$ cat src/rtl/jt12_eg_pkg.sv
// Shared definitions for the single-operator and multiplexed envelope generators:
// state encoding, rate pattern table, attenuation limits and sustain-level mapping.
package jt12_eg_pkg;

    localparam int ATT_W = 10;
    localparam logic [ATT_W-1:0] ATT_MAX = 10'h3FF;

    localparam logic [1:0] ST_ATTACK  = 2'd0;
    localparam logic [1:0] ST_DECAY   = 2'd1;
    localparam logic [1:0] ST_SUSTAIN = 2'd2;
    localparam logic [1:0] ST_RELEASE = 2'd3;

    typedef enum logic [1:0] {
        EG_ATTACK  = ST_ATTACK,
        EG_DECAY   = ST_DECAY,
        EG_SUSTAIN = ST_SUSTAIN,
        EG_RELEASE = ST_RELEASE
    } eg_state_e;

    // Step pattern per eff_rate[1:0]; bit n of a row is the step for idx n.
    localparam logic [3:0][7:0] EG_PATTERN = {8'hFE, 8'hEE, 8'hBA, 8'hAA};

    // Sustain level in attenuation units; the top code jumps to near-silence.
    function automatic logic [ATT_W-1:0] sl_level(input logic [3:0] sl);
        return (sl == 4'hF) ? 10'h3E0 : {1'b0, sl, 5'b0};
    endfunction

endpackage

$ cat src/rtl/jt12_eg_single_if.sv
// Operator-side bundle of the envelope generator: strobes, rates and results.
interface jt12_eg_single_if;
    import jt12_eg_pkg::*;

    logic             clk_en;
    logic             cnt_upd;
    logic [14:0]      eg_cnt;
    logic             keyon;
    logic [4:0]       ar;
    logic [4:0]       d1r;
    logic [4:0]       d2r;
    logic [3:0]       rr;
    logic [3:0]       sl;
    logic [4:0]       keycode;
    logic [1:0]       ks;
    logic [6:0]       tl;
    logic [1:0]       state;
    logic [ATT_W-1:0] att;
    logic [ATT_W-1:0] eg_out;

    modport master (
        output clk_en, cnt_upd, eg_cnt, keyon, ar, d1r, d2r, rr, sl, keycode, ks, tl,
        input  state, att, eg_out
    );

    modport slave (
        input  clk_en, cnt_upd, eg_cnt, keyon, ar, d1r, d2r, rr, sl, keycode, ks, tl,
        output state, att, eg_out
    );

endinterface

$ cat src/rtl/jt12_eg_rate_sel.sv
// Effective rate from the selected rate and key scaling, and the per-update
// attenuation increment picked from the global envelope counter.
module jt12_eg_rate_sel
    import jt12_eg_pkg::*;
(
    input  logic [4:0]  rate,
    input  logic [4:0]  keycode,
    input  logic [1:0]  ks,
    input  logic [14:0] eg_cnt,
    output logic [5:0]  eff_rate,
    output logic [3:0]  inc
);

    logic [4:0]  ksv;
    logic [6:0]  rate_sum;
    logic [3:0]  shift;
    logic [14:0] low_mask;
    logic        step;
    logic [2:0]  idx_lo;
    logic        pat_lo;
    logic        pat_hi;

    // Key-scaled rate, saturated at 63; a zero rate stays frozen.
    always_comb begin
        ksv      = keycode >> (2'd3 - ks);
        rate_sum = {1'b0, rate, 1'b0} + {2'b0, ksv};
        if (rate == 5'd0)
            eff_rate = 6'd0;
        else if (rate_sum > 7'd63)
            eff_rate = 6'd63;
        else
            eff_rate = rate_sum[5:0];
    end

    // Increment selection: slow rates step on counter boundaries, fast rates every update.
    // NOTE: every signal written here gets a value on entry, so no path can infer a latch.
    always_comb begin
        shift    = 4'd11 - eff_rate[5:2];
        low_mask = (15'd1 << shift) - 15'd1;
        step     = (eg_cnt & low_mask) == 15'd0;
        idx_lo   = 3'(eg_cnt >> shift);
        pat_lo   = EG_PATTERN[eff_rate[1:0]][idx_lo];
        pat_hi   = EG_PATTERN[eff_rate[1:0]][eg_cnt[2:0]];
        inc      = 4'd0;
        if (eff_rate < 6'd2)
            inc = 4'd0;
        else if (eff_rate < 6'd48)
            inc = (step && pat_lo) ? 4'd1 : 4'd0;
        else if (eff_rate < 6'd60)
            inc = (pat_hi ? 4'd2 : 4'd1) << eff_rate[3:2];
        else
            inc = 4'd8;
    end

endmodule

$ cat src/rtl/jt12_eg_single.sv
// Single-operator ADSR envelope generator with total-level output stage.
module jt12_eg_single
    import jt12_eg_pkg::*;
(
    input  logic             clk,
    input  logic             rst_n,
    jt12_eg_single_if.slave  eg
);

    eg_state_e        state_q;
    logic [ATT_W-1:0] att_q;
    logic [ATT_W-1:0] eg_out_q;
    logic             keyon_l;

    logic             key_rise;
    logic             key_fall;
    logic [4:0]       rate_cur;
    logic [5:0]       eff_rate;
    logic [3:0]       inc;
    logic [10:0]      att_sum;
    logic [ATT_W-1:0] att_up;
    logic [14:0]      atk_num;
    logic [10:0]      atk_dec;
    logic [ATT_W-1:0] att_dn;
    logic [10:0]      out_sum;
    logic [ATT_W-1:0] out_sat;

    // Key edges and the rate feeding the selector; a rising edge previews the attack rate.
    always_comb begin
        key_rise = eg.keyon & ~keyon_l;
        key_fall = ~eg.keyon & keyon_l;
        rate_cur = eg.ar;
        if (!key_rise) begin
            case (state_q)
                EG_ATTACK:  rate_cur = eg.ar;
                EG_DECAY:   rate_cur = eg.d1r;
                EG_SUSTAIN: rate_cur = eg.d2r;
                default:    rate_cur = {eg.rr, 1'b1};
            endcase
        end
    end

    jt12_eg_rate_sel u_rate_sel (
        .rate     (rate_cur),
        .keycode  (eg.keycode),
        .ks       (eg.ks),
        .eg_cnt   (eg.eg_cnt),
        .eff_rate (eff_rate),
        .inc      (inc)
    );

    // Saturating attenuation arithmetic, done wide enough that nothing wraps.
    always_comb begin
        att_sum = {1'b0, att_q} + {7'b0, inc};
        att_up  = (att_sum > {1'b0, ATT_MAX}) ? ATT_MAX : att_sum[ATT_W-1:0];
        atk_num = ({5'b0, att_q} + 15'd1) * {11'b0, inc} + 15'd15;
        atk_dec = atk_num[14:4];
        att_dn  = (atk_dec > {1'b0, att_q}) ? '0 : 10'({1'b0, att_q} - atk_dec);
        out_sum = {1'b0, att_q} + {1'b0, eg.tl, 3'b0};
        out_sat = (out_sum > {1'b0, ATT_MAX}) ? ATT_MAX : out_sum[ATT_W-1:0];
    end

    // Envelope state machine, attenuation register and registered total-level output.
    // NOTE: state is updated with non-blocking assignments so every read sees the pre-edge value.
    always_ff @(posedge clk) begin
        if (!rst_n) begin
            state_q  <= EG_RELEASE;
            att_q    <= ATT_MAX;
            eg_out_q <= ATT_MAX;
            keyon_l  <= 1'b0;
        end else if (eg.clk_en) begin
            keyon_l  <= eg.keyon;
            eg_out_q <= out_sat;
            if (key_rise) begin
                state_q <= EG_ATTACK;
                if (eff_rate >= 6'd62)
                    att_q <= '0;
            end else if (key_fall) begin
                state_q <= EG_RELEASE;
            end else if (eg.cnt_upd) begin
                case (state_q)
                    EG_ATTACK: begin
                        if (att_q == '0)
                            state_q <= EG_DECAY;
                        else if (inc != 4'd0 && eff_rate < 6'd62)
                            att_q <= att_dn;
                    end
                    EG_DECAY: begin
                        att_q <= att_up;
                        if (att_q >= sl_level(eg.sl))
                            state_q <= EG_SUSTAIN;
                    end
                    default: att_q <= att_up;
                endcase
            end
        end
    end

    assign eg.state  = state_q;
    assign eg.att    = att_q;
    assign eg.eg_out = eg_out_q;

endmodule
$ cat src/flat_wrapper.sv
// flat-port wrapper written by rule: the top's interface ports become plain ports
module jt12_eg_single_flat import jt12_eg_pkg::*;
  (clk, rst_n, eg_clk_en, eg_cnt_upd, eg_eg_cnt, eg_keyon, eg_ar, eg_d1r, eg_d2r, eg_rr, eg_sl, eg_keycode, eg_ks, eg_tl, eg_state, eg_att, eg_eg_out);
  jt12_eg_single_if eg_i ();
  input  logic clk;
  input  logic rst_n;
  input wire logic [$bits(eg_i.clk_en)-1:0] eg_clk_en;
  input wire logic [$bits(eg_i.cnt_upd)-1:0] eg_cnt_upd;
  input wire logic [$bits(eg_i.eg_cnt)-1:0] eg_eg_cnt;
  input wire logic [$bits(eg_i.keyon)-1:0] eg_keyon;
  input wire logic [$bits(eg_i.ar)-1:0] eg_ar;
  input wire logic [$bits(eg_i.d1r)-1:0] eg_d1r;
  input wire logic [$bits(eg_i.d2r)-1:0] eg_d2r;
  input wire logic [$bits(eg_i.rr)-1:0] eg_rr;
  input wire logic [$bits(eg_i.sl)-1:0] eg_sl;
  input wire logic [$bits(eg_i.keycode)-1:0] eg_keycode;
  input wire logic [$bits(eg_i.ks)-1:0] eg_ks;
  input wire logic [$bits(eg_i.tl)-1:0] eg_tl;
  output wire logic [$bits(eg_i.state)-1:0] eg_state;
  output wire logic [$bits(eg_i.att)-1:0] eg_att;
  output wire logic [$bits(eg_i.eg_out)-1:0] eg_eg_out;
  assign eg_i.clk_en = eg_clk_en;
  assign eg_i.cnt_upd = eg_cnt_upd;
  assign eg_i.eg_cnt = eg_eg_cnt;
  assign eg_i.keyon = eg_keyon;
  assign eg_i.ar = eg_ar;
  assign eg_i.d1r = eg_d1r;
  assign eg_i.d2r = eg_d2r;
  assign eg_i.rr = eg_rr;
  assign eg_i.sl = eg_sl;
  assign eg_i.keycode = eg_keycode;
  assign eg_i.ks = eg_ks;
  assign eg_i.tl = eg_tl;
  assign eg_state = eg_i.state;
  assign eg_att = eg_i.att;
  assign eg_eg_out = eg_i.eg_out;
  jt12_eg_single u_core (.clk(clk), .rst_n(rst_n), .eg(eg_i));
endmodule
$ cat config.mk
export PLATFORM = sky130hd
export DESIGN_NAME = jt12_eg_single_flat
export DESIGN_NICKNAME = d
export VERILOG_FILES = /design/src/rtl/jt12_eg_pkg.sv /design/src/rtl/jt12_eg_single_if.sv /design/src/rtl/jt12_eg_rate_sel.sv /design/src/rtl/jt12_eg_single.sv /design/src/flat_wrapper.sv
export SDC_FILE = /design/constraint.sdc
export NUM_CORES = 1
export LEC_CHECK = 0
export ABC_AREA = 1
export CAP_MARGIN = 40
export CORE_MARGIN = 1
export CORE_UTILIZATION = 60
export CTS_CLUSTER_DIAMETER = 80
export DETAILED_ROUTE_END_ITERATION = 10
export GPL_ROUTABILITY_DRIVEN = 1
export PLACE_DENSITY = 0.87
export REMOVE_ABC_BUFFERS = 1
export SYNTH_ARGS = -nofsm -noshare
export SYNTH_HDL_FRONTEND = slang
export SYNTH_SLANG_ARGS = --single-unit
$ cat constraint.sdc
create_clock -name clk -period 15.8 [get_ports clk]
set_clock_uncertainty 0.1 [all_clocks]
set_input_delay 3.16 -clock clk [delete_from_list [all_inputs] [get_ports clk]]
set_output_delay 3.16 -clock clk [all_outputs]
set_load 0.05 [all_outputs]
* Word-level counts from Yosys, hierarchy flattened
Cells that the tools add are included.
Storage, ports and cells: output and inout port bits 22, input port bits 57, register bits 23, logic and storage cells 89
Operators by class: $mul 1, reductions and logical operators 12, order comparisons 13, shift operators 4, multiplexer cells 32, $add $sub $neg 9, equal/unequal tests 9, bitwise logic cells 5
Operators by type and width (count):
- $mux W10 | 11
- $gt A11 B10 Y1 const B | 2
- $lt A6 B6 Y1 const B | 3
- $bmux W8 S2 | 1
- $add A15 B4 Y15 const B | 1
- $and A15 B15 Y15 | 1
- $logic_not A15 Y1 | 1
- $mul A15 B4 Y15 | 1
- $pmux W5 S3 | 1
- $shl A1 B4 Y15 const A | 1
- $shr A15 B4 Y3 | 1
- $sub A15 B1 Y15 const B | 1
- $mux W2 | 6
- $mux W4 | 3
- $mux W6 | 2
- $add A10 B1 Y11 const B | 1
- $add A10 B10 Y11 | 1
- $add A10 B4 Y11 | 1
- $gt A11 B10 Y1 | 1
- $ge A10 B10 Y1 | 1
- $logic_not A10 Y1 | 1
- $sub A10 B10 Y10 | 1
- $lt A3 B4 Y1 const B | 2
- $mux W8 | 1
- other kinds (31) | 39

* Logic depth before layout (Yosys ltp)
Gate-level depths: netlist of the first run.
depth after elaboration 26, gate-level depth with buffers 61, depth with buffers taken out 59

* Cells and area by module
From an unflattened synthesis of the first run, not the netlist that was laid out.
Unflattened totals: cell total of the unflattened synthesis 928, area total of the unflattened synthesis 5804.3 um^2
Modules (own cells, without submodules):
- jt12_eg_single | area each 4311.6 um^2, sequential area each 460.4 um^2, times used 1, cells each 630
- jt12_eg_rate_sel | area each 1492.7 um^2, sequential area each 0.0 um^2, times used 1, cells each 298

* Least setup slack after synthesis of the first run
No wires, ideal clock.
kind input port to flip-flop, from input port eg_keyon, to register u_core.att_q[9] (netlist: u_core.eg.att[9]), required time 15.636 ns, setup time 0.064 ns, data arrival time 10.798 ns, setup slack 4.838 ns, buffers on the path 2, cell stages on the path 53, cell sequence ha_1 > buf_2 > nor2_1 > nand2_1 > nand2_2 > inv_1 > fa_1 > nor2_1 > a211oi_1 > nor3_1 > inv_1 > nand3_1 > inv_1 > ha_1 > clkbuf_1 > nand3_1 > ha_1 > o22ai_1 > [17 not listed] > a21o_1 > a21o_1 > a21o_1 > a21oi_1 > nor2_1 > nor2_1 > o31ai_1 > a21oi_1 > xnor2_1 > ha_1 > nand2_1 > o41ai_1 > nand2_1 > inv_1 > nand2_1 > a211oi_1 > nand3_1 > nand3_1
Between the ends: longest elaborated chain between the ends 25, elaborated cells on any way between the ends 55, classes of those cells add/sub (6); mul (1); order compare (8); eq/ne (4); shift (3); mux (22); bitwise (4); reduce/logical (7)
Ends and longest elaborated chain:
- from (decl) | RTL line flat_wrapper.sv:10 | input wire logic [$bits(eg_i.keyon)-1:0] eg_keyon;
- $and A1 B1 Y1 | RTL line jt12_eg_single.sv:30 | key_rise = eg.keyon & ~keyon_l;
- $mux W5 | RTL line jt12_eg_single.sv:33 | if (!key_rise) begin
- $add A6 B5 Y7 | RTL line jt12_eg_rate_sel.sv:26 | rate_sum = {1'b0, rate, 1'b0} + {2'b0, ksv};
- $gt A7 B6 Y1 | RTL line jt12_eg_rate_sel.sv:29 | else if (rate_sum > 7'd63)
- $mux W6 | RTL line jt12_eg_rate_sel.sv:29
- $mux W6 | RTL line jt12_eg_rate_sel.sv:27 | if (rate == 5'd0)
- $sub A4 B4 Y4 / $bmux W8 S2 (equally long branches) | RTL line jt12_eg_rate_sel.sv:38, jt12_eg_rate_sel.sv:42, jt12_eg_rate_sel.sv:43
- $shl A1 B4 Y15 / $mux W8 (equally long branches) | RTL line jt12_eg_rate_sel.sv:39, jt12_eg_rate_sel.sv:42, jt12_eg_rate_sel.sv:43
- [9 not listed]
- $sub A10 B10 Y10 / $gt A11 B10 Y1 (equally long branches) | RTL line jt12_eg_single.sv:58 | att_dn = (atk_dec > {1'b0, att_q}) ? '0 : 10'({1'b0, att_q} - atk_dec);
- $mux W10 | RTL line jt12_eg_single.sv:58
- $mux W10 | RTL line jt12_eg_single.sv:85 | else if (inc != 4'd0 && eff_rate < 6'd62)
- $mux W10 | RTL line jt12_eg_single.sv:83 | if (att_q == '0)
- $mux W10 | RTL line jt12_eg_single.sv:81 | case (state_q)
- $mux W10 | RTL line jt12_eg_single.sv:80 | end else if (eg.cnt_upd) begin
- $mux W10 | RTL line jt12_eg_single.sv:78 | end else if (key_fall) begin
- $mux W10 | RTL line jt12_eg_single.sv:74 | if (key_rise) begin
- to (signal assigned) | RTL line jt12_eg_single.sv:86 | att_q <= att_dn;
- to (signal assigned) | RTL line jt12_eg_single.sv:89 | att_q <= att_up;
- to (signal assigned) | RTL line jt12_eg_single.sv:93 | default: att_q <= att_up;
- to (decl) | RTL line jt12_eg_single.sv:11 | logic [ATT_W-1:0] att_q;
Several ways; a longest one is shown, not always the timed one. The select of a mux whose other input is x is not followed. A chain may end at the register's enable or synchronous reset.

* Final worst setup path of the first run
from input port eg_keyon, to register u_core.att_q[4] (netlist: u_core.eg.att[4])
Same word-level chain as after synthesis.

==> flow_summary.json, run 1 <==
{
  "outcome": "finished, final reports clean",
  "post_cts_setup_repair_bufs": 0,
  "post-dp-hpwl_mm": 11.8,
  "fin_crit_sh": 0.808,
  "peakVddDrop_uv": 141,
  "synth.cell_area_um2": 5460,
  "pwr_density_cell_nw_per_um2": 136,
  "area_delta_synth_final_pct": 15.5,
  "yosys_warnings": 0,
  "numClockSinks": 23,
  "timing.critical_path.to_type": "flip-flop",
  "worst_hold_path_type": "flip-flop to flip-flop",
  "nets": 1090,
  "ys_ff_latch": 23,
  "cts.hold.buffers_added": 0,
  "drv.max_cap_violation_count": 0,
  "drt_first_pass_iters": 5,
  "highest-signal-layer": "met4",
  "worst_r2r_path_depth": 49,
  "grt_pass1_wl_mm": 24.7,
  "routed_wl_mm": 14.5,
  "globalRouteTotalUtil": 0.308,
  "final_max_slew_viol_count": 0,
  "timing.critical_path.from_type": "input pin",
  "final.min_clock_period_ns": 12.77,
  "crit_path_max_incr_delay_ns": 0.71,
  "numCtsBuffers": 3,
  "number_of_antenna_violations_at_the_first_check_in_global_routing": 0,
  "drt-initial-drc-count": 339,
  "max-slew-margin-rel": 0.442,
  "post_synth_inst_count": 869,
  "timing.rr.start": "u_core.keyon_l",
  "io-pin-count": 79,
  "avg_wl_per_cell_um": 14.0,
  "count_of_flip_flops_with_a_built_in_enable_after_synthesis": 0,
  "final_hold_viol_count": 0,
  "routedLengthMet1_mm": 6.55,
  "dominantRegCellSynth": "sky130_fd_sc_hd__dfxtp_1",
  "die_w_um": 97.4,
  "initial_utilization": 0.623,
  "first_global_vias": 5480,
  "multiInputGateArea_um2": 4350,
  "antenna_left": 0,
  "endpoint_with_the_worst_hold_slack": "u_core.eg.eg_out[1]",
  "routed-via-count": 5814,
  "layout.filler_cells": 767,
  "total_length_of_routed_met2_wires_mm": 6.66,
  "rsz_0062_raised_after_global_routing": "false",
  "async_reset_ff_frac": 0,
  "reg2reg_setup_slack_ns": 6.04,
  "n_antenna_cell": 0,
  "overflow": 0,
  "die_height_um": 97.4,
  "yosys.cell_types.count": 44,
  "sw_frac_of_total": 0.592,
  "clock_power_share": 0.042,
  "finalWeightedCongestion": 1.00,
  "cp_data_required_time_ns": 15.90,
  "final_number_of_setup_violating_endpoints": 0,
  "fmaxAchievable_mhz": 78.3,
  "routed-wl-met3_um": 960,
  "min_path_cells": 2,
  "drt-vias-per-instance": 5.60,
  "worst_pin_slew_ns": 0.836,
  "finalWorstSetupSlack_ns": 3.03,
  "post_cts_resized": 0,
  "syn_avg_cell_area_um2": 6.28,
  "worstPathArrival_ns": 12.87,
  "post-place-cells": 1035,
  "finalNonFillerCells": 1039,
  "preCtsSetupSlack_ns": 2.88,
  "final-seq-area_um2": 460,
  "critical_path_class": "input pin to flip-flop",
  "timing.critical_path.slowest_stage_cell": "sky130_fd_sc_hd__ha_1",
  "cts_tree": "done",
  "num_rows": 34,
  "grt_start_max_net_pins": 25,
  "seq_power_share": 0.089,
  "cts_root_buf": "sky130_fd_sc_hd__clkbuf_8",
  "intPower_uw": 350,
  "drc": 0,
  "switchingPower_uw": 508,
  "port_buffers": 78,
  "comb_power_share": 0.869,
  "ys_seq_area_frac": 0.0843,
  "total_leakage_power_nw": 3.33,
  "fp.dieArea_um2": 9490,
  "worst_setup_hold_path_clk_slew_ns": 0.08,
  "reg2reg_to": "u_core.eg.att[4]",
  "max-clock-path-buffers": 2,
  "final_layout_setup_total_negative_slack_ns": 0,
  "clock_insertion_delay_worst_skew_ns": 0.26,
  "cts.htree.levels": 1,
  "fraction_of_final_layout_cells_sized_beyond_drive_strength_1": 0.0440,
  "fin_hold_ws_ns": 0.373,
  "timing.critical_path.fanout_max": 24,
  "hold_path.startpoint": "u_core.eg.eg_out[1]",
  "worst_path_most_repeated_cell": "sky130_fd_sc_hd__nand2_1",
  "area_of_the_placeable_core_um2": 8760
}
==> worst max path at each step <==
stage	to	slack (ns)	cells past startpoint	from
6_report	u_core.eg.att[4]	3.03	49	eg_keyon
5_1_grt	u_core.eg.att[1]	2.10	53	eg_keyon
4_1_cts	u_core.eg.att[4]	3.10	49	eg_keyon
3_5_place_dp	u_core.eg.att[4]	2.88	49	eg_keyon
3_3_place_gp	u_core.eg.att[8]	3.19	49	eg_keyon
2_1_floorplan	u_core.eg.att[9]	4.19	46	eg_keyon
==> cell usage after synthesis (3+ instances only) <==
cell type,instances,area (um^2)
sky130_fd_sc_hd__o22ai_1,3,18.8
sky130_fd_sc_hd__ha_1,78,976
sky130_fd_sc_hd__nand3_2,3,30.0
sky130_fd_sc_hd__o21bai_1,4,30.0
sky130_fd_sc_hd__a21oi_1,54,270
sky130_fd_sc_hd__a21oi_2,3,26.3
sky130_fd_sc_hd__clkbuf_1,10,37.5
sky130_fd_sc_hd__o21ai_1,8,40.0
sky130_fd_sc_hd__clkinv_1,5,18.8
sky130_fd_sc_hd__o21ai_0,39,195
sky130_fd_sc_hd__inv_1,129,484
sky130_fd_sc_hd__nand3_1,81,405
sky130_fd_sc_hd__buf_2,4,20.0
sky130_fd_sc_hd__a21o_1,4,30.0
sky130_fd_sc_hd__nand2_4,3,33.8
sky130_fd_sc_hd__a211oi_1,8,60.1
sky130_fd_sc_hd__o211ai_1,5,37.5
sky130_fd_sc_hd__nor2_2,6,37.5
sky130_fd_sc_hd__buf_4,4,30.0
sky130_fd_sc_hd__nand2_1,220,826
sky130_fd_sc_hd__buf_6,4,45.0
sky130_fd_sc_hd__nand3b_1,6,45.0
sky130_fd_sc_hd__nand4_1,10,62.6
sky130_fd_sc_hd__nand2_2,10,62.6
sky130_fd_sc_hd__dfxtp_1,23,460
sky130_fd_sc_hd__nor2_1,56,210
sky130_fd_sc_hd__xnor2_1,6,52.6
sky130_fd_sc_hd__nor3_1,12,60.1
sky130_fd_sc_hd__inv_2,5,18.8
sky130_fd_sc_hd__fa_1,23,460
sky130_fd_sc_hd__xor2_1,26,228
==> cells in the final DEF (no fill, tap or decap), types with 2 or more instances in the layout <==
cell type / count
sky130_fd_sc_hd__ha_1: 78
sky130_fd_sc_hd__o21ai_0: 39
sky130_fd_sc_hd__nand3_1: 81
sky130_fd_sc_hd__clkinv_1: 5
sky130_fd_sc_hd__dfxtp_1: 23
sky130_fd_sc_hd__nand3b_1: 6
sky130_fd_sc_hd__xnor2_1: 6
sky130_fd_sc_hd__a31oi_1: 2
sky130_fd_sc_hd__nand2_2: 10
sky130_fd_sc_hd__o21a_1: 2
sky130_fd_sc_hd__o211ai_1: 5
sky130_fd_sc_hd__inv_1: 129
sky130_fd_sc_hd__nor2_1: 56
sky130_fd_sc_hd__nor2_4: 2
sky130_fd_sc_hd__nand3_2: 3
sky130_fd_sc_hd__nand2_1: 220
sky130_fd_sc_hd__xor2_1: 26
sky130_fd_sc_hd__a21oi_1: 54
sky130_fd_sc_hd__a21o_1: 4
sky130_fd_sc_hd__a211oi_1: 8
sky130_fd_sc_hd__nand2_4: 3
sky130_fd_sc_hd__a21oi_2: 3
sky130_fd_sc_hd__o22ai_1: 3
sky130_fd_sc_hd__nor2_2: 6
sky130_fd_sc_hd__o21ai_1: 8
sky130_fd_sc_hd__inv_2: 5
sky130_fd_sc_hd__fa_1: 23
sky130_fd_sc_hd__nand4_1: 10
sky130_fd_sc_hd__nor3_1: 12
sky130_fd_sc_hd__clkdlybuf4s50_1: 78
sky130_fd_sc_hd__clkbuf_8: 3
sky130_fd_sc_hd__o21bai_1: 4
sky130_fd_sc_hd__nor4_1: 2
==> layout make-up <==
class / instances / area share
Multi-Input combinational cell: 685 / 0.690
Timing Repair Buffer: 80 / 0.126
Inverter: 139 / 0.0827
Sequential cell: 23 / 0.0730
Tap cell: 108 / 0.0214
Clock buffer: 3 / 0.00655
Clock inverter: 1 / 0.000793
==> cell families after synthesis <==
logic type,Yosys count,synth area share
adder cells (fa/ha/maj),101,0.263
AND/OR/NAND/NOR,414,0.337
flip-flops,23,0.0843
AO/OA/AOI/OAI,138,0.144
buffers and inverters,161,0.120
XOR/XNOR,32,0.0513
==> sequential cells by signal, summed over array words and instances, names as in the netlist <==
signal            cells
u_core.eg.state       2
u_core.eg.eg_out     10
u_core.keyon_l        1
u_core.eg.att        10
==> stage by stage <==
stage               instance area [um^2]  power (mW)   util
global route                        6310       0.959  0.720
detailed placement                  6260       0.809  0.715
CTS                                 6310       0.849  0.720
finish                              6310       0.859  0.720
global placement                    6260       0.798  0.714
floorplan                           5330       0.634      -
==> per-layer routing <==
| layer | track usage | vias to the layer above |
|---|---|---|
| met1 | 0.419 | 2629 |
| met5 | 0 | - |
| met2 | 0.522 | 210 |
| met4 | 0.0894 | 0 |
| met3 | 0.0230 | 30 |
| li1 | - | 2945 |
==> power groups by stage <==
stage               sequential [mW]  combinational [mW]  clock (mW)
floorplan                    0.0929               0.542           0
global placement             0.0773               0.720           0
detailed placement           0.0770               0.732           0
CTS                          0.0758               0.738      0.0359
global route                 0.0769               0.844      0.0385
finish                       0.0761               0.746      0.0361
==> worst max-delay path: cells and delay by family <==
kind,cells,cell delay [ns]
buffers and inverters,8,1.44
AO/OA/AOI/OAI,15,3.12
AND/OR/NAND/NOR,17,1.71
adder cells (fa/ha/maj),8,3.32
XOR/XNOR,1,0.09
No activity file was read; power rests on OpenSTA's default activity.
==> run 2, diff against run 1 <==
--- a/config.mk
+++ b/config.mk
@@ -8,11 +8,11 @@
 export ABC_AREA = 1
 export CAP_MARGIN = 40
 export CORE_MARGIN = 1
-export CORE_UTILIZATION = 60
+export CORE_UTILIZATION = 57
 export CTS_CLUSTER_DIAMETER = 80
 export DETAILED_ROUTE_END_ITERATION = 10
 export GPL_ROUTABILITY_DRIVEN = 1
-export PLACE_DENSITY = 0.87
+export PLACE_DENSITY = 0.83
 export REMOVE_ABC_BUFFERS = 1
 export SYNTH_ARGS = -nofsm -noshare
 export SYNTH_HDL_FRONTEND = slang
==> constraint.sdc (replaced) <==
create_clock -name clk -period 12.1 [get_ports clk]
set_clock_uncertainty 0.1 [all_clocks]
set_input_delay 2.42 -clock clk [delete_from_list [all_inputs] [get_ports clk]]
set_output_delay 2.42 -clock clk [all_outputs]
set_load 0.05 [all_outputs]
==> run 2 against run 1 <==
Net effect: register-to-register slack lost 2.9 ns; critical path type unchanged; non-clock buffer count increased by 6; first-iteration DRC count is 15% higher; largest cell class unchanged; core utilization down 2.6 points; final cell count rose by 2.6%; largest power group unchanged.
==> flow_summary.json, run 2 (same netlist as run 1, synthesis figures left out) <==
{
  "port_buffers": 78,
  "initial_utilization": 0.591,
  "area_of_the_placeable_core_um2": 9240,
  "number_of_antenna_violations_at_the_first_check_in_global_routing": 0,
  "final_hold_viol_count": 0,
  "overflow": 0,
  "preCtsSetupSlack_ns": 0.480,
  "hold_path.startpoint": "u_core.eg.eg_out[1]",
  "avg_wl_per_cell_um": 13.8,
  "area_delta_synth_final_pct": 17.5,
  "timing.rr.start": "u_core.keyon_l",
  "die_w_um": 99.9,
  "fin_hold_ws_ns": 0.375,
  "worstPathArrival_ns": 11.30,
  "numClockSinks": 23,
  "worst_setup_hold_path_clk_slew_ns": 0.08,
  "placement.cell_area_um2": 6310,
  "max-slew-margin-rel": 0.591,
  "max-clock-path-buffers": 2,
  "rsz_0062_raised_after_global_routing": "false",
  "critical-path-top-delay-family": "adder cells",
  "timing.critical_path.slowest_stage_cell": "sky130_fd_sc_hd__clkdlybuf4s50_1",
  "reg2reg_to": "u_core.eg.att[9]",
  "peakVddDrop_uv": 143,
  "finalNonFillerCells": 1066,
  "globalRouteTotalUtil": 0.302,
  "worst_pin_slew_ns": 0.608,
  "final_cell_mix": "sky130_fd_sc_hd__nand2_1, sky130_fd_sc_hd__inv_1, sky130_fd_sc_hd__nand3_1",
  "n_antenna_cell": 0,
  "post-dp-hpwl_mm": 11.9,
  "worst_r2r_path_depth": 55,
  "nets": 1096,
  "multiInputGateArea_um2": 4380,
  "post-place-cells": 1059,
  "numCtsBuffers": 3,
  "finalInstanceArea_um2": 6410,
  "routed-via-count": 5880,
  "routed_wl_mm": 14.7,
  "min_path_cells": 2,
  "drt-vias-per-instance": 5.52,
  "fin_crit_sh": 0.926,
  "critical_path_class": "input pin to flip-flop",
  "worst_path_most_repeated_cell": "sky130_fd_sc_hd__nand2_1",
  "pwr_density_cell_nw_per_um2": 178,
  "grt_pass1_wl_mm": 24.7,
  "drv.max_cap_violation_count": 0,
  "final-seq-area_um2": 460,
  "drt-initial-drc-count": 389,
  "grt_start_max_net_pins": 19,
  "num_rows": 35,
  "layout_commonest_cell": "sky130_fd_sc_hd__nand2_1",
  "endpoint_with_the_worst_hold_slack": "u_core.eg.eg_out[1]",
  "outcome": "finished, final reports clean",
  "drt_first_pass_iters": 7,
  "cp_data_required_time_ns": 12.20,
  "cts.htree.levels": 1,
  "timing.critical_path.from_type": "input pin",
  "layout.filler_cells": 858,
  "timing.critical_path.to_type": "flip-flop",
  "fmaxAchievable_mhz": 89.3,
  "reg2reg_setup_slack_ns": 3.14,
  "power.total_mw": 1.14,
  "first_global_vias": 5344,
  "timing.critical_path.fanout_max": 18,
  "cts.hold.buffers_added": 0,
  "final_layout_setup_total_negative_slack_ns": 0,
  "total_leakage_power_nw": 3.35,
  "layout.core_utilization": 0.694,
  "worst_hold_path_type": "flip-flop to flip-flop",
  "finalWeightedCongestion": 0.979,
  "final_number_of_setup_violating_endpoints": 0,
  "final_max_slew_viol_count": 0,
  "drc": 0,
  "crit_path_max_incr_delay_ns": 0.48,
  "clock_insertion_delay_worst_skew_ns": 0.27,
  "cp_num_buf_inv": 10,
  "final.min_clock_period_ns": 11.20,
  "die_height_um": 99.9,
  "fraction_of_final_layout_cells_sized_beyond_drive_strength_1": 0.0555,
  "finalWorstSetupSlack_ns": 0.901,
  "cts_root_buf": "sky130_fd_sc_hd__clkbuf_8",
  "fp.dieArea_um2": 9980,
  "io-pin-count": 79,
  "cts_tree": "done",
  "antenna_left": 0
}
[run 2: repair_timing]
| action | 4_1_cts | 5_1_grt |
|---|---|---|
| setup endpoints to repair | 0 | 10 |
| resized for setup | 0 | 7 |
| setup buffers | 0 | 3 |
[run 2: cell type report]
type / count / share of cell area
clock buffers: 4 / 0.00702
inverters: 139 / 0.0825
multi-input cells: 685 / 0.683
flip-flops and latches: 23 / 0.0718
well taps: 129 / 0.0252
repair buffers: 86 / 0.131
[run 2: worst max path at each step]
stage / startpoint / endpoint / slack (ns) / cells past startpoint
floorplan: eg_keyon / u_core.eg.att[9] / 1.23 / 46
global placement: eg_keyon / u_core.eg.att[9] / 0.67 / 53
detailed placement: eg_keyon / u_core.eg.att[8] / 0.48 / 55
CTS: eg_keyon / u_core.eg.att[9] / 0.74 / 55
global route: eg_keyon / u_core.eg.att[8] / 0.07 / 50
finish: eg_keyon / u_core.eg.att[9] / 0.90 / 55
[run 2: worst reg2reg max path, delay by kind of cell (launching register included)]
kind                     cells  cell delay [ns]
AO/OA/AOI/OAI               10             1.86
XOR/XNOR                     1             0.18
adder cells (fa/ha/maj)      8             2.65
buffers and inverters        9             0.99
flip-flops                   1             0.36
AND/OR/NAND/NOR             27             2.72
[run 2: layer usage]
| metal | track usage | share of wire | vias to the layer above |
|---|---|---|---|
| li1 | - | - | 2965 |
| met2 | 0.506 | 0.46 | 237 |
| met3 | 0.0286 | 0.066 | 33 |
| met1 | 0.412 | 0.45 | 2645 |
| met4 | 0.0848 | 0.025 | 0 |
| met5 | 0 | 0 | - |
[run 2: where the power goes]
group	switching (mW)	internal [mW]	leakage (nW)
sequential	0.0157	0.0834	0.191
combinational	0.631	0.364	3.14
clock	0.0250	0.0235	0.0228
==> run 3, diff against run 2 <==
--- a/config.mk
+++ b/config.mk
@@ -8,12 +8,13 @@
 export ABC_AREA = 1
 export CAP_MARGIN = 40
 export CORE_MARGIN = 1
-export CORE_UTILIZATION = 57
+export CORE_UTILIZATION = 58
 export CTS_CLUSTER_DIAMETER = 80
 export DETAILED_ROUTE_END_ITERATION = 10
 export GPL_ROUTABILITY_DRIVEN = 1
-export PLACE_DENSITY = 0.83
+export PLACE_DENSITY = 0.84
 export REMOVE_ABC_BUFFERS = 1
 export SYNTH_ARGS = -nofsm -noshare
 export SYNTH_HDL_FRONTEND = slang
+export SYNTH_HIERARCHICAL = 1
 export SYNTH_SLANG_ARGS = --single-unit
==> run 3 against run 2 <==
Net effect: highest routed layer unchanged; register-to-register slack better by 0.43 ns; synthesized cell count rose by 6.8%; flip-flop and latch count stayed put; largest power group unchanged; power fell by 25%; combinational power shrank 28%.
==> flow_summary.json, run 3 <==
{
  "pwr_density_cell_nw_per_um2": 129,
  "fp.dieArea_um2": 10400,
  "final_number_of_setup_violating_endpoints": 0,
  "worst_setup_hold_path_clk_slew_ns": 0.09,
  "placement.cell_area_um2": 6610,
  "die_height_um": 102,
  "drt_first_pass_iters": 5,
  "ys_ff_latch": 23,
  "nets": 1150,
  "final_layout_setup_total_negative_slack_ns": 0,
  "drc": 0,
  "post_cts_setup_repair_bufs": 0,
  "drt-vias-per-instance": 5.43,
  "clock_insertion_delay_worst_skew_ns": 0.27,
  "cp_data_required_time_ns": 12.17,
  "routed_wl_mm": 15.4,
  "critical_path_class": "input pin to flip-flop",
  "commonest_cells_in_the_synthesized_netlist": "sky130_fd_sc_hd__nand2_1, sky130_fd_sc_hd__inv_1, sky130_fd_sc_hd__nand3_1",
  "fraction_of_final_layout_cells_sized_beyond_drive_strength_1": 0.0585,
  "drt-initial-drc-count": 347,
  "timing.critical_path.from_type": "input pin",
  "post_synth_inst_count": 928,
  "die_w_um": 102,
  "worst_pin_slew_ns": 0.634,
  "post-dp-hpwl_mm": 12.4,
  "avg_wl_per_cell_um": 13.7,
  "overflow": 0,
  "routed-via-count": 6112,
  "synth_top_area_share": 0.170,
  "layout_commonest_cell": "sky130_fd_sc_hd__nand2_1",
  "ys_top_cells_by_area": "sky130_fd_sc_hd__nand2_1, sky130_fd_sc_hd__ha_1, sky130_fd_sc_hd__dfxtp_1",
  "cts.hold.buffers_added": 0,
  "syn_avg_cell_area_um2": 6.25,
  "total_leakage_power_nw": 3.59,
  "worst_hold_path_type": "flip-flop to flip-flop",
  "finalWeightedCongestion": 1.01,
  "synth.cell_area_um2": 5800,
  "final.min_clock_period_ns": 10.74,
  "yosys.cell_count.top_type": "sky130_fd_sc_hd__nand2_1",
  "yosys_warnings": 6,
  "max-clock-path-buffers": 2,
  "ys_seq_area_frac": 0.0793,
  "multiInputGateArea_um2": 4680,
  "timing.critical_path.slowest_stage_cell": "sky130_fd_sc_hd__ha_1",
  "rsz_0062_raised_after_global_routing": "false",
  "crit_path_max_incr_delay_ns": 0.47,
  "post_cts_resized": 0,
  "yosys.cell_types.count": 54,
  "cts_root_buf": "sky130_fd_sc_hd__clkbuf_8",
  "number_of_antenna_violations_at_the_first_check_in_global_routing": 0,
  "grt_pass1_wl_mm": 24.9,
  "n_antenna_cell": 0,
  "area_delta_synth_final_pct": 14.7,
  "antenna_left": 0,
  "numCtsBuffers": 3,
  "final_cell_mix": "sky130_fd_sc_hd__nand2_1, sky130_fd_sc_hd__inv_1, sky130_fd_sc_hd__nand3_1",
  "peakVddDrop_uv": 78.3,
  "count_of_flip_flops_with_a_built_in_enable_after_synthesis": 0,
  "async_reset_ff_frac": 0,
  "num_rows": 36,
  "final_hold_viol_count": 0,
  "fin_crit_sh": 0.887,
  "dominantRegCellSynth": "sky130_fd_sc_hd__dfxtp_1",
  "finalInstanceArea_um2": 6660,
  "final-seq-area_um2": 460,
  "final_max_slew_viol_count": 0,
  "synthDominantAreaCellType": "sky130_fd_sc_hd__nand2_1",
  "outcome": "finished, final reports clean",
  "area_of_the_placeable_core_um2": 9730,
  "worst_path_most_repeated_cell": "sky130_fd_sc_hd__nand2_1",
  "first_global_vias": 5471,
  "layout.filler_cells": 924,
  "fmaxAchievable_mhz": 93.1,
  "worstPathArrival_ns": 10.81,
  "cts_tree": "done",
  "timing.critical_path.fanout_max": 11,
  "grt_start_max_net_pins": 21,
  "max-slew-margin-rel": 0.577,
  "numClockSinks": 23,
  "cts.htree.levels": 1,
  "drv.max_cap_violation_count": 0,
  "timing.critical_path.to_type": "flip-flop",
  "io-pin-count": 79,
  "initial_utilization": 0.597,
  "globalRouteTotalUtil": 0.298,
  "port_buffers": 78
}
## run 3: changes by cell type in the layout (fill, tap and decap cells not counted), moves of 8 or more
| cell | delta |
|---|---|
| sky130_fd_sc_hd__nor2_1 | +24 |
| sky130_fd_sc_hd__inv_2 | +10 |
| sky130_fd_sc_hd__o21ai_0 | -12 |
| sky130_fd_sc_hd__a211oi_1 | -8 |
| sky130_fd_sc_hd__a21oi_1 | +8 |
| sky130_fd_sc_hd__nand2_1 | +43 |
## run 3: worst paths after layout
check                                           end  slack [ns]  cells past startpoint           startpoint
worst min-delay path            u_core/eg.eg_out[4]        0.37                      2  u_core/eg.eg_out[4]
worst max register to register     u_core/eg.att[3]        3.57                     54       u_core/keyon_l
worst min register to register  u_core/eg.eg_out[4]        0.37                      2  u_core/eg.eg_out[4]
worst max-delay path               u_core/eg.att[3]        1.36                     54             eg_keyon
## run 3: layout make-up
type / instances / area share
Inverter: 139 / 0.0784
Tap cell: 133 / 0.0250
Sequential cell: 23 / 0.0691
Timing Repair Buffer: 79 / 0.118
Clock inverter: 1 / 0.000752
Multi-Input combinational cell: 747 / 0.702
Clock buffer: 3 / 0.00620
## run 3: stage by stage
stage	hold slack [ns]	power [mW]	worst slack (ns)	instances	utilization
global route	0.413	0.953	0.458	1125	0.684
detailed placement	0.355	0.800	1.19	1121	0.680
finish	0.374	0.862	1.36	1125	0.684
floorplan	0.414	0.636	2.68	909	-
CTS	0.375	0.852	1.45	1125	0.684
global placement	0.351	0.795	1.33	1121	0.680
## run 3: critical path, delay by kind of cell
kind | cells | cell delay, ns
AO/OA/AOI/OAI | 3 | 0.73
buffers and inverters | 6 | 1.20
adder cells (fa/ha/maj) | 8 | 2.94
AND/OR/NAND/NOR | 37 | 3.48
## run 3: cell families (layout without fill, tap and decap cells)
| group | count (synthesis) | after routing | share of synthesized area |
|---|---|---|---|
| compound gates | 123 | 123 | 0.122 |
| xor+xnor | 35 | 35 | 0.0528 |
| fa+ha+maj | 100 | 100 | 0.245 |
| buf+inv | 158 | 222 | 0.115 |
| flops | 23 | 23 | 0.0793 |
| mux | 1 | 1 | 0.00172 |
| simple gates | 488 | 488 | 0.383 |
## run 3: power breakdown
| group | internal [mW] | switching (mW) | leakage, nW |
|---|---|---|---|
| registers | 0.0828 | 0.0142 | 0.190 |
| logic | 0.254 | 0.462 | 3.37 |
| clock network | 0.0230 | 0.0260 | 0.0255 |
## run 3: metal layers
metal	global-route usage	share of wire
met1	0.392	0.45
met2	0.528	0.47
met3	0.0308	0.066
met4	0.0604	0.013
met5	0	0
